File: src/rtl/ex_muldiv_pkg.sv
// Shared types for the RV32M multi-cycle execute unit: funct3 op codes,
// FSM state encoding and small op-class decode helpers.
package ex_muldiv_pkg;

  typedef enum logic [2:0] {
    OP_MUL    = 3'b000,
    OP_MULH   = 3'b001,
    OP_MULHSU = 3'b010,
    OP_MULHU  = 3'b011,
    OP_DIV    = 3'b100,
    OP_DIVU   = 3'b101,
    OP_REM    = 3'b110,
    OP_REMU   = 3'b111
  } md_op_e;

  typedef enum logic [1:0] {
    MD_IDLE  = 2'd0,
    MD_CALC  = 2'd1,
    MD_FIXUP = 2'd2,
    MD_DONE  = 2'd3
  } md_state_e;

  function automatic logic op_is_div(input md_op_e op);
    return op[2];
  endfunction

  function automatic logic op_is_rem(input md_op_e op);
    return op[2] & op[1];
  endfunction

  // MUL only keeps the low half, so it can run on raw unsigned operands.
  function automatic logic op_rs1_signed(input md_op_e op);
    return op inside {OP_MULH, OP_MULHSU, OP_DIV, OP_REM};
  endfunction

  function automatic logic op_rs2_signed(input md_op_e op);
    return op inside {OP_MULH, OP_DIV, OP_REM};
  endfunction

endpackage

File: src/rtl/ex_muldiv_if.sv
// Issue/writeback handshake bundle between the EX stage and the mul/div unit.
interface ex_muldiv_if #(
  parameter int XLEN  = 32,
  parameter int RD_AW = 5
) ();

  logic             flush;
  logic             in_valid;
  logic             in_ready;
  logic [2:0]       in_op;
  logic [XLEN-1:0]  in_rs1;
  logic [XLEN-1:0]  in_rs2;
  logic [RD_AW-1:0] in_rd_addr;
  logic             out_valid;
  logic             out_ready;
  logic [XLEN-1:0]  out_rd_data;
  logic [RD_AW-1:0] out_rd_addr;
  logic             busy;

  modport master (
    output flush, in_valid, in_op, in_rs1, in_rs2, in_rd_addr, out_ready,
    input  in_ready, out_valid, out_rd_data, out_rd_addr, busy
  );

  modport slave (
    input  flush, in_valid, in_op, in_rs1, in_rs2, in_rd_addr, out_ready,
    output in_ready, out_valid, out_rd_data, out_rd_addr, busy
  );

endinterface

File: src/rtl/ex_muldiv.sv
// Iterative RV32M unit: radix-2 shift-add multiply and restoring divide on
// operand magnitudes, one result bit per cycle, sign fix-up at the end.
module ex_muldiv
  import ex_muldiv_pkg::*;
#(
  parameter int XLEN  = 32,
  parameter int RD_AW = 5
) (
  input  logic       clk,
  input  logic       rst_n,
  ex_muldiv_if.slave bus
);

  localparam int CNT_W = $clog2(XLEN + 1);
  localparam logic [XLEN-1:0] MIN_INT = {1'b1, {(XLEN-1){1'b0}}};

  function automatic logic [XLEN-1:0] cond_neg(input logic [XLEN-1:0] v, input logic neg);
    return neg ? (~v + XLEN'(1)) : v;
  endfunction

  function automatic logic [2*XLEN-1:0] cond_neg_2x(input logic [2*XLEN-1:0] v, input logic neg);
    return neg ? (~v + (2*XLEN)'(1)) : v;
  endfunction

  md_state_e        state_q;
  logic [CNT_W-1:0] cnt_q;
  logic             out_valid_q;
  logic [XLEN-1:0]  out_data_q;
  logic [RD_AW-1:0] out_addr_q;

  md_op_e           op_q;
  logic             neg_q;
  logic [XLEN-1:0]  opnd_q;
  logic [2*XLEN-1:0] acc_q;
  logic [2*XLEN-1:0] acc_d;

  md_op_e          op_in;
  logic            accept;
  logic            a_neg, b_neg;
  logic [XLEN-1:0] a_mag, b_mag;
  logic            div_zero, div_ovf, mul_zero, special;
  logic [XLEN-1:0] special_res;

  assign op_in  = md_op_e'(bus.in_op);
  assign accept = (state_q == MD_IDLE) && bus.in_valid && !bus.flush;

  assign a_neg = op_rs1_signed(op_in) & bus.in_rs1[XLEN-1];
  assign b_neg = op_rs2_signed(op_in) & bus.in_rs2[XLEN-1];
  assign a_mag = cond_neg(bus.in_rs1, a_neg);
  assign b_mag = cond_neg(bus.in_rs2, b_neg);

  assign div_zero = op_is_div(op_in) && (bus.in_rs2 == '0);
  assign div_ovf  = op_is_div(op_in) && op_rs2_signed(op_in) &&
                    (bus.in_rs1 == MIN_INT) && (bus.in_rs2 == '1);
  assign mul_zero = !op_is_div(op_in) && ((bus.in_rs1 == '0) || (bus.in_rs2 == '0));
  assign special  = div_zero || div_ovf || mul_zero;

  always_comb begin
    special_res = '0;
    if (div_zero)     special_res = op_is_rem(op_in) ? bus.in_rs1 : '1;
    else if (div_ovf) special_res = op_is_rem(op_in) ? '0 : MIN_INT;
  end

  // Shared adder: mul adds the multiplicand into the high half, div trial-subtracts
  // the divisor from the shifted partial remainder (carry out = no borrow).
  logic            div_mode;
  logic [XLEN:0]   add_a, add_b;
  logic [XLEN+1:0] add_sum;

  assign div_mode = op_is_div(op_q);
  assign add_a    = div_mode ? {acc_q[2*XLEN-1:XLEN], acc_q[XLEN-1]}
                             : {1'b0, acc_q[2*XLEN-1:XLEN]};
  assign add_b    = {1'b0, (div_mode || acc_q[0]) ? opnd_q : {XLEN{1'b0}}};
  assign add_sum  = {1'b0, add_a} + {1'b0, (div_mode ? ~add_b : add_b)}
                  + {{(XLEN+1){1'b0}}, div_mode};

  always_comb begin
    if (!div_mode)                acc_d = {add_sum[XLEN:0], acc_q[XLEN-1:1]};
    else if (add_sum[XLEN+1])     acc_d = {add_sum[XLEN-1:0], acc_q[XLEN-2:0], 1'b1};
    else                          acc_d = {acc_q[2*XLEN-2:0], 1'b0};
  end

  logic [2*XLEN-1:0] prod;
  logic [XLEN-1:0]   fix_res;

  always_comb begin
    prod = cond_neg_2x(acc_q, neg_q);
    case (op_q)
      OP_MUL:                       fix_res = prod[XLEN-1:0];
      OP_MULH, OP_MULHSU, OP_MULHU: fix_res = prod[2*XLEN-1:XLEN];
      OP_DIV, OP_DIVU:              fix_res = cond_neg(acc_q[XLEN-1:0], neg_q);
      default:                      fix_res = cond_neg(acc_q[2*XLEN-1:XLEN], neg_q);
    endcase
  end

  // Datapath: no reset, loaded on accept and iterated in CALC.
  always_ff @(posedge clk) begin
    if (accept) begin
      op_q   <= op_in;
      neg_q  <= op_is_rem(op_in) ? a_neg : (a_neg ^ b_neg);
      opnd_q <= op_is_div(op_in) ? b_mag : a_mag;
      acc_q  <= {{XLEN{1'b0}}, (op_is_div(op_in) ? a_mag : b_mag)};
    end else if (state_q == MD_CALC) begin
      acc_q  <= acc_d;
    end
  end

  // Control FSM with registered result outputs.
  always_ff @(posedge clk or negedge rst_n) begin
    if (!rst_n) begin
      state_q     <= MD_IDLE;
      cnt_q       <= '0;
      out_valid_q <= 1'b0;
      out_data_q  <= '0;
      out_addr_q  <= '0;
    end else if (bus.flush) begin
      state_q     <= MD_IDLE;
      out_valid_q <= 1'b0;
    end else begin
      case (state_q)
        MD_IDLE: begin
          if (bus.in_valid) begin
            out_addr_q <= bus.in_rd_addr;
            if (special) begin
              out_data_q  <= special_res;
              out_valid_q <= 1'b1;
              state_q     <= MD_DONE;
            end else begin
              cnt_q   <= CNT_W'(XLEN - 1);
              state_q <= MD_CALC;
            end
          end
        end
        MD_CALC: begin
          if (cnt_q == '0) state_q <= MD_FIXUP;
          else             cnt_q   <= cnt_q - CNT_W'(1);
        end
        MD_FIXUP: begin
          out_data_q  <= fix_res;
          out_valid_q <= 1'b1;
          state_q     <= MD_DONE;
        end
        MD_DONE: begin
          if (bus.out_ready) begin
            out_valid_q <= 1'b0;
            state_q     <= MD_IDLE;
          end
        end
        default: state_q <= MD_IDLE;
      endcase
    end
  end

  assign bus.in_ready    = (state_q == MD_IDLE);
  assign bus.busy        = (state_q != MD_IDLE);
  assign bus.out_valid   = out_valid_q;
  assign bus.out_rd_data = out_data_q;
  assign bus.out_rd_addr = out_addr_q;

endmodule

File: src/flat_wrapper.sv
// flat-port wrapper written by rule: the top's interface ports become plain ports
module ex_muldiv_flat import ex_muldiv_pkg::*;
#(
  parameter int XLEN  = 32,
  parameter int RD_AW = 5
)
  (clk, rst_n, bus_flush, bus_in_valid, bus_in_op, bus_in_rs1, bus_in_rs2, bus_in_rd_addr, bus_out_ready, bus_in_ready, bus_out_valid, bus_out_rd_data, bus_out_rd_addr, bus_busy);
  ex_muldiv_if #(.XLEN(XLEN), .RD_AW(RD_AW)) bus_i ();
  input  logic clk;
  input  logic rst_n;
  input wire logic [$bits(bus_i.flush)-1:0] bus_flush;
  input wire logic [$bits(bus_i.in_valid)-1:0] bus_in_valid;
  input wire logic [$bits(bus_i.in_op)-1:0] bus_in_op;
  input wire logic [$bits(bus_i.in_rs1)-1:0] bus_in_rs1;
  input wire logic [$bits(bus_i.in_rs2)-1:0] bus_in_rs2;
  input wire logic [$bits(bus_i.in_rd_addr)-1:0] bus_in_rd_addr;
  input wire logic [$bits(bus_i.out_ready)-1:0] bus_out_ready;
  output wire logic [$bits(bus_i.in_ready)-1:0] bus_in_ready;
  output wire logic [$bits(bus_i.out_valid)-1:0] bus_out_valid;
  output wire logic [$bits(bus_i.out_rd_data)-1:0] bus_out_rd_data;
  output wire logic [$bits(bus_i.out_rd_addr)-1:0] bus_out_rd_addr;
  output wire logic [$bits(bus_i.busy)-1:0] bus_busy;
  assign bus_i.flush = bus_flush;
  assign bus_i.in_valid = bus_in_valid;
  assign bus_i.in_op = bus_in_op;
  assign bus_i.in_rs1 = bus_in_rs1;
  assign bus_i.in_rs2 = bus_in_rs2;
  assign bus_i.in_rd_addr = bus_in_rd_addr;
  assign bus_i.out_ready = bus_out_ready;
  assign bus_in_ready = bus_i.in_ready;
  assign bus_out_valid = bus_i.out_valid;
  assign bus_out_rd_data = bus_i.out_rd_data;
  assign bus_out_rd_addr = bus_i.out_rd_addr;
  assign bus_busy = bus_i.busy;
  ex_muldiv #(.XLEN(XLEN), .RD_AW(RD_AW)) u_core (.clk(clk), .rst_n(rst_n), .bus(bus_i));
endmodule
File: config.mk
export PLATFORM = sky130hd
export DESIGN_NAME = ex_muldiv_flat
export DESIGN_NICKNAME = d
export VERILOG_FILES = /design/src/rtl/ex_muldiv_pkg.sv /design/src/rtl/ex_muldiv_if.sv /design/src/rtl/ex_muldiv.sv /design/src/flat_wrapper.sv
export SDC_FILE = /design/constraint.sdc
export NUM_CORES = 1
export LEC_CHECK = 0
export ABC_AREA = 1
export CORE_MARGIN = 2
export CORE_UTILIZATION = 40
export DETAILED_ROUTE_END_ITERATION = 6
export PLACE_DENSITY = 0.62
export SYNTH_ARGS = -nofsm -noshare
export SYNTH_HDL_FRONTEND = slang
export SYNTH_SLANG_ARGS = --single-unit
File: constraint.sdc
create_clock -name clk -period 5.72 [get_ports clk]
set_clock_uncertainty 0.15 [all_clocks]
set_input_delay 0.572 -clock clk [delete_from_list [all_inputs] [get_ports clk]]
set_output_delay 0.572 -clock clk [all_outputs]
set_load 0.005 [all_outputs]
After elaboration in Yosys (flattened, before gate mapping)
Index checks and enable logic that the tools add are counted.
{ "classes": {"n_addsub": 8, "bitwise": 11, "n_reduce_logical": 32, "mux": 38, "n_eq_ne": 22} }
{ "ops": {"columns": ["operator", "count"], "rows": [
  ["$mux W32", 15],
  ["$mux W64", 3],
  ["$add A32 B1 Y32 const B", 4],
  ["$not A32 Y32", 4],
  ["$pmux W32 S3", 1],
  ["$mux W33", 2],
  ["$add A64 B1 Y64 const B", 1],
  ["$eq A32 B32 Y1 const B", 2],
  ["$logic_not A32 Y1", 2],
  ["$not A64 Y64", 1],
  ["$pmux W32 S2", 1],
  ["$add A33 B33 Y34", 1],
  ["$add A34 B1 Y34", 1],
  ["$not A32 Y33", 1],
  ["$mux W6", 3],
  ["$eq A3 B3 Y1 const B", 4],
  ["$pmux W6 S2", 1],
  ["$mux W2", 5],
  ["$eq A3 B2 Y1 const B", 3],
  ["$ne A3 B3 Y1 const B", 3],
  ["$pmux W2 S4", 1],
  ["$reduce_and A4 Y1", 2],
  ["$reduce_bool A2 Y1", 4],
  ["$reduce_bool A4 Y1", 2],
  ["23 further kinds", 44]
]} }
{ "totals": {"in_bits": 77, "out_inout_bits": 40, "wordCells": 121, "ff_bits": 146} }

Logic depth before layout (Yosys ltp)
{ "depth": {"depth_word": 11, "ltp_mapped": 24, "mapped_depth_nobuf": 21} }

Worst setup path before layout
Ideal clock, no wire load.
{ "synth_path": {"path_type": "register -> register", "startpoint": "reg u_core.op_q[2]", "endpoint": "reg u_core.acc_q[0] (data pin)", "t_arrival_ns": 3.005, "path_slack_ns": 2.304, "stages_incl_launch_ff": 18, "required_time_ns": 5.308, "synth_period_minus_slack_ns": 3.416, "cell_sequence": "edfxtp_1 > buf_4 > clkbuf_1 > clkbuf_1 > clkbuf_1 > a21oi_1 > o21ai_0 > inv_1 > ha_1 > a21oi_1 > o21ai_0 > nand2_1 > nand3b_1 > nor2_1 > nand2_2 > nor2_2 > buf_6 > o21ai_0"} }
{ "synth_via": {"elab_chain_len": 10, "elab_cells_between_ends": 11, "classes_between": "add/sub (2); mux (7); bitwise (1); reduce/logical (1)"} }
{ "synth_lines": {"columns": ["element", "line", "source"], "rows": [
  ["start: declaration", "ex_muldiv.sv:31", "md_op_e op_q;"],
  ["start signal: assignment", "ex_muldiv.sv:99", "op_q <= op_in;"],
  ["$logic_or A1 B1 Y1", "ex_muldiv.sv:73", "assign add_b = {1'b0, (div_mode || acc_q[0]) ? opnd_q : {XLEN{1'b0}}};"],
  ["$mux W32", "ex_muldiv.sv:73", null],
  ["$not A32 Y33", "ex_muldiv.sv:74", "assign add_sum = {1'b0, add_a} + {1'b0, (div_mode ? ~add_b : add_b)}"],
  ["$mux W33", "ex_muldiv.sv:74", null],
  ["$add A33 B33 Y34", "ex_muldiv.sv:74", null],
  ["$add A34 B1 Y34", "ex_muldiv.sv:75", "+ {{(XLEN+1){1'b0}}, div_mode};"],
  ["$mux W64", "ex_muldiv.sv:79", "else if (add_sum[XLEN+1]) acc_d = {add_sum[XLEN-1:0], acc_q[XLEN-2:0], 1'b1};"],
  ["$mux W64 *", "ex_muldiv.sv:78", "if (!div_mode) acc_d = {add_sum[XLEN:0], acc_q[XLEN-1:1]};"],
  ["$mux W32 *", "ex_muldiv.sv:103", "end else if (state_q == MD_CALC) begin"],
  ["$mux W32 *", "ex_muldiv.sv:98", "if (accept) begin"],
  ["end signal: assignment", "ex_muldiv.sv:102", "acc_q <= {{XLEN{1'b0}}, (op_is_div(op_in) ? a_mag : b_mag)};"],
  ["end: declaration", "ex_muldiv.sv:34", "logic [2*XLEN-1:0] acc_q;"]
]} }
Mark *: on every way between the ends. The rest lies on a longest branch, timed or not. The select of a mux whose other input is x is not followed.
A chain may end at the register's enable or synchronous reset.

Final worst setup path
Same ends and word-level chain as after synthesis.

==> metrics.cfg <==
[clock_tree]
cts-resized-gates = 0
htree_num_levels = 4
cts.reportedPaths.clkPinSlew_ps = 80
cts_tree = yes
cts_hold_buf = 0
cts_root_buf = clkbuf_16
numCtsBuffers = 17
postCtsSetupRepairBufs = 0
clock_latency_ps = 470
cts.path.max_buffers = 2
clock_sinks = 146

[grt]
antenna_found_initial = 2
grt_pass1_vias = 17935
grt_max_degree = 143
gr-total-overflow = 0
grt_pass1_wl_mm = 113
grt_use_total_pct = 36.8

[timing]
grt_setup_unrepaired = no
worstMarginPinSlew_ps = 1140
drv_slew = 0
relSlewSlack_pct = 23.1
setup_violations = 0
fin_tns_setup_ps = 0
hold_viol = 0
min_period_ps = 4320
fmax_mhz = 231
min_period_over_period_pct = 75.5

[placed_design]
place_congestion = 1.04
numPortBuffers = 116
place_area_um2 = 17500
hpwlAfterDp_mm = 61.6

[yosys]
muxShareOfSynthArea_pct = 0.0624
synth-warning-count = 0
synth_edf_count = 68
ys_seq_elements = 146
async_reset_ff_share_pct = 31.5
synth_top_family_by_area = simple AND/OR/NAND/NOR gates
synth_seq_area_share_pct = 23.9
synth_nets = 2860
synth_cell_type_count = 58
synth_compound_area_share_pct = 18.1
synthFlopType = edfxtp_1
synth-xor-area-share_pct = 4.97
synthAdderAreaFrac_pct = 3.40
netlist_area_um2 = 16000
syn_avg_cell_area_um2 = 5.85
synth_cells = 2740
synth-simple-area-share_pct = 39.3

[die]
dieHeight_um = 204
io_pins = 117
dieArea_um2 = 41700
initial_core_util_pct = 40.5
rows = 73
die_w_um = 204
coreArea_um2 = 39600

[power]
ir_drop_mv = 0.248
power_per_cell_area_nw_per_um2 = 505
power_mw = 9.16
p_leak_nw = 8.17

[setup_path]
endpoint_kind = register
criticalPathCategory = register to register
worstPathRequired_ps = 5750
crit_arrival_ps = 4350
startpoint_type = register
r2r_setup_slack_ps = 1400
r2r_cells = 15
critPathMaxFanout = 142
r2r_start = u_core.op_q[2]
r2r-end = u_core.acc_q[0]

[status]
violations = design-rule violations
outcome = complete, but fails checks

[drt]
via_per_inst = 5.70
drtPass1Iterations = 7
wl_per_cell_um = 23.0
drt_wl_total_mm = 76.3
ant_nets = 0
drc = 4
num_vias = 18941
drt_iter0_drc = 2327

[layout]
drive_gt1_share_pct = 4.18
area_growth_pct = 13.1
num-fill-cells = 4424
post-route-cell-area_um2 = 18100
nNetsFinal = 2904

[flow_run]
max-cap-violations = 0

[hold_path]
hold_path.class = primary input to async pin

-- where the power goes --
part | leakage [nW] | internal (mW) | switching (mW)
logic | 6.41 | 1.81 | 3.93
registers | 1.47 | 1.62 | 0.629
clock network | 0.288 | 0.585 | 0.586
total | 8.17 | 4.02 | 5.15
-- cells in the final DEF, fill, tap and decap left out, drive strengths merged, types with 2 or more instances in the layout --
cell type / synthesis / routed
o21ai: 265 / 265
or2: 6 / 6
nand4: 37 / 37
clkinv: 5 / 11
clkbuf: 75 / 17
a31oi: 16 / 16
a21o: 4 / 4
clkdlybuf4s50: 0 / 114
o211ai: 31 / 31
nand2: 764 / 764
xnor2: 13 / 13
o21a: 4 / 4
o22ai: 5 / 5
nand3b: 13 / 13
o31ai: 4 / 4
nor3: 45 / 45
o21bai: 8 / 8
and2: 3 / 3
dfrtp: 46 / 46
nand3: 191 / 191
xor2: 78 / 78
a21oi: 195 / 195
buf: 41 / 27
dfxtp: 32 / 32
edfxtp: 68 / 68
nor2: 440 / 440
a22oi: 2 / 2
inv: 290 / 298
ha: 42 / 42
nor4: 7 / 7
-- area by class of cell --
class / instances / area (um^2) / share of cell area (%)
repair buffers: 141 / 1350 / 7.45
well taps: 525 / 657 / 3.62
multi-input cells: 2183 / 10600 / 58.4
inverters: 295 / 1110 / 6.11
clock buffers: 17 / 425 / 2.35
clock inverters: 15 / 164 / 0.904
diodes: 1 / 2.50 / 0.0138
flip-flops and latches: 146 / 3830 / 21.1
-- worst max path at each step --
stage                                   to  slack (ps)            from
after detailed placement   u_core.acc_q[0]        1450  u_core.op_q[2]
after CTS                  u_core.acc_q[0]        1430  u_core.op_q[2]
final                      u_core.acc_q[0]        1400  u_core.op_q[2]
after global placement     u_core.acc_q[0]        1580  u_core.op_q[2]
after floorplan            u_core.acc_q[0]        2300  u_core.op_q[2]
after global routing      u_core.acc_q[61]         920  u_core.op_q[2]
-- cells by family (layout without fill, tap and decap cells) --
logic type                 count (synthesis)  after routing
AOI/OAI and AO/OA                        540            540
other                                      0              1
DFF                                      146            146
adders and majority gates                 43             43
buffers and inverters                    411            468
and+or+nand+nor                         1508           1508
muxes                                      1              1
xor gates and xnor gates                  91             91
-- worst max-delay path, stage by stage (launching register included) --
cell,delay [ps]
edfxtp_1,430
buf_12,420
inv_1,570
o21ai_0,530
inv_1,90
ha_1,300
nand2_1,80
nor2_1,60
nand2_1,80
nor2_1,40
nand2_1,80
nand3_2,110
nand2_2,120
nand2_2,180
nor2_2,610
o21ai_0,150
-- cells in the mapped netlist, drive strengths merged (13+ instances only) --
cell | number | area [um^2]
xor2 | 78 | 683
ha | 42 | 526
clkbuf | 75 | 282
dfrtp | 46 | 1150
buf | 41 | 250
nand4 | 37 | 244
xnor2 | 13 | 114
nor2 | 440 | 1710
a21oi | 195 | 980
nand3b | 13 | 110
inv | 290 | 1090
a31oi | 16 | 100
o211ai | 31 | 233
o21ai | 265 | 1340
edfxtp | 68 | 2040
dfxtp | 32 | 641
nor3 | 45 | 257
nand3 | 191 | 976
nand2 | 764 | 2890
-- metal layers --
layer	routed length [um]	track usage [%]	vias to the layer above	part of all wire, %
met1	31800	47.9	8753	42
li1	-	-	9040	-
met4	4000	17.8	4	5.2
met5	24	0	-	0.031
met2	33800	58.2	970	44
met3	6720	7.38	174	8.8
-- sequential cells by signal, indices dropped and copies added (netlist names) --
signal	flops
u_core.acc_q	64
u_core.bus.out_rd_data	32
u_core.opnd_q	32
u_core.cnt_q	6
u_core.bus.out_rd_addr	5
u_core.op_q	3
u_core.state_q	2
u_core.bus.out_valid	1
u_core.neg_q	1
-- metrics by stage --
| step | std cells | util, % | hold WS, ps | worst slack (ps) |
|---|---|---|---|---|
| after detailed placement | 3290 | 44.2 | 312 | 1450 |
| after global routing | 3322 | 45.7 | 258 | 925 |
| final | 3323 | 45.7 | 166 | 1400 |
| after floorplan | 2740 | - | 126 | 2300 |
| after global placement | 3290 | 44.2 | 305 | 1580 |
| after CTS | 3322 | 45.7 | 201 | 1430 |
Power figures use the tool's default switching activity.
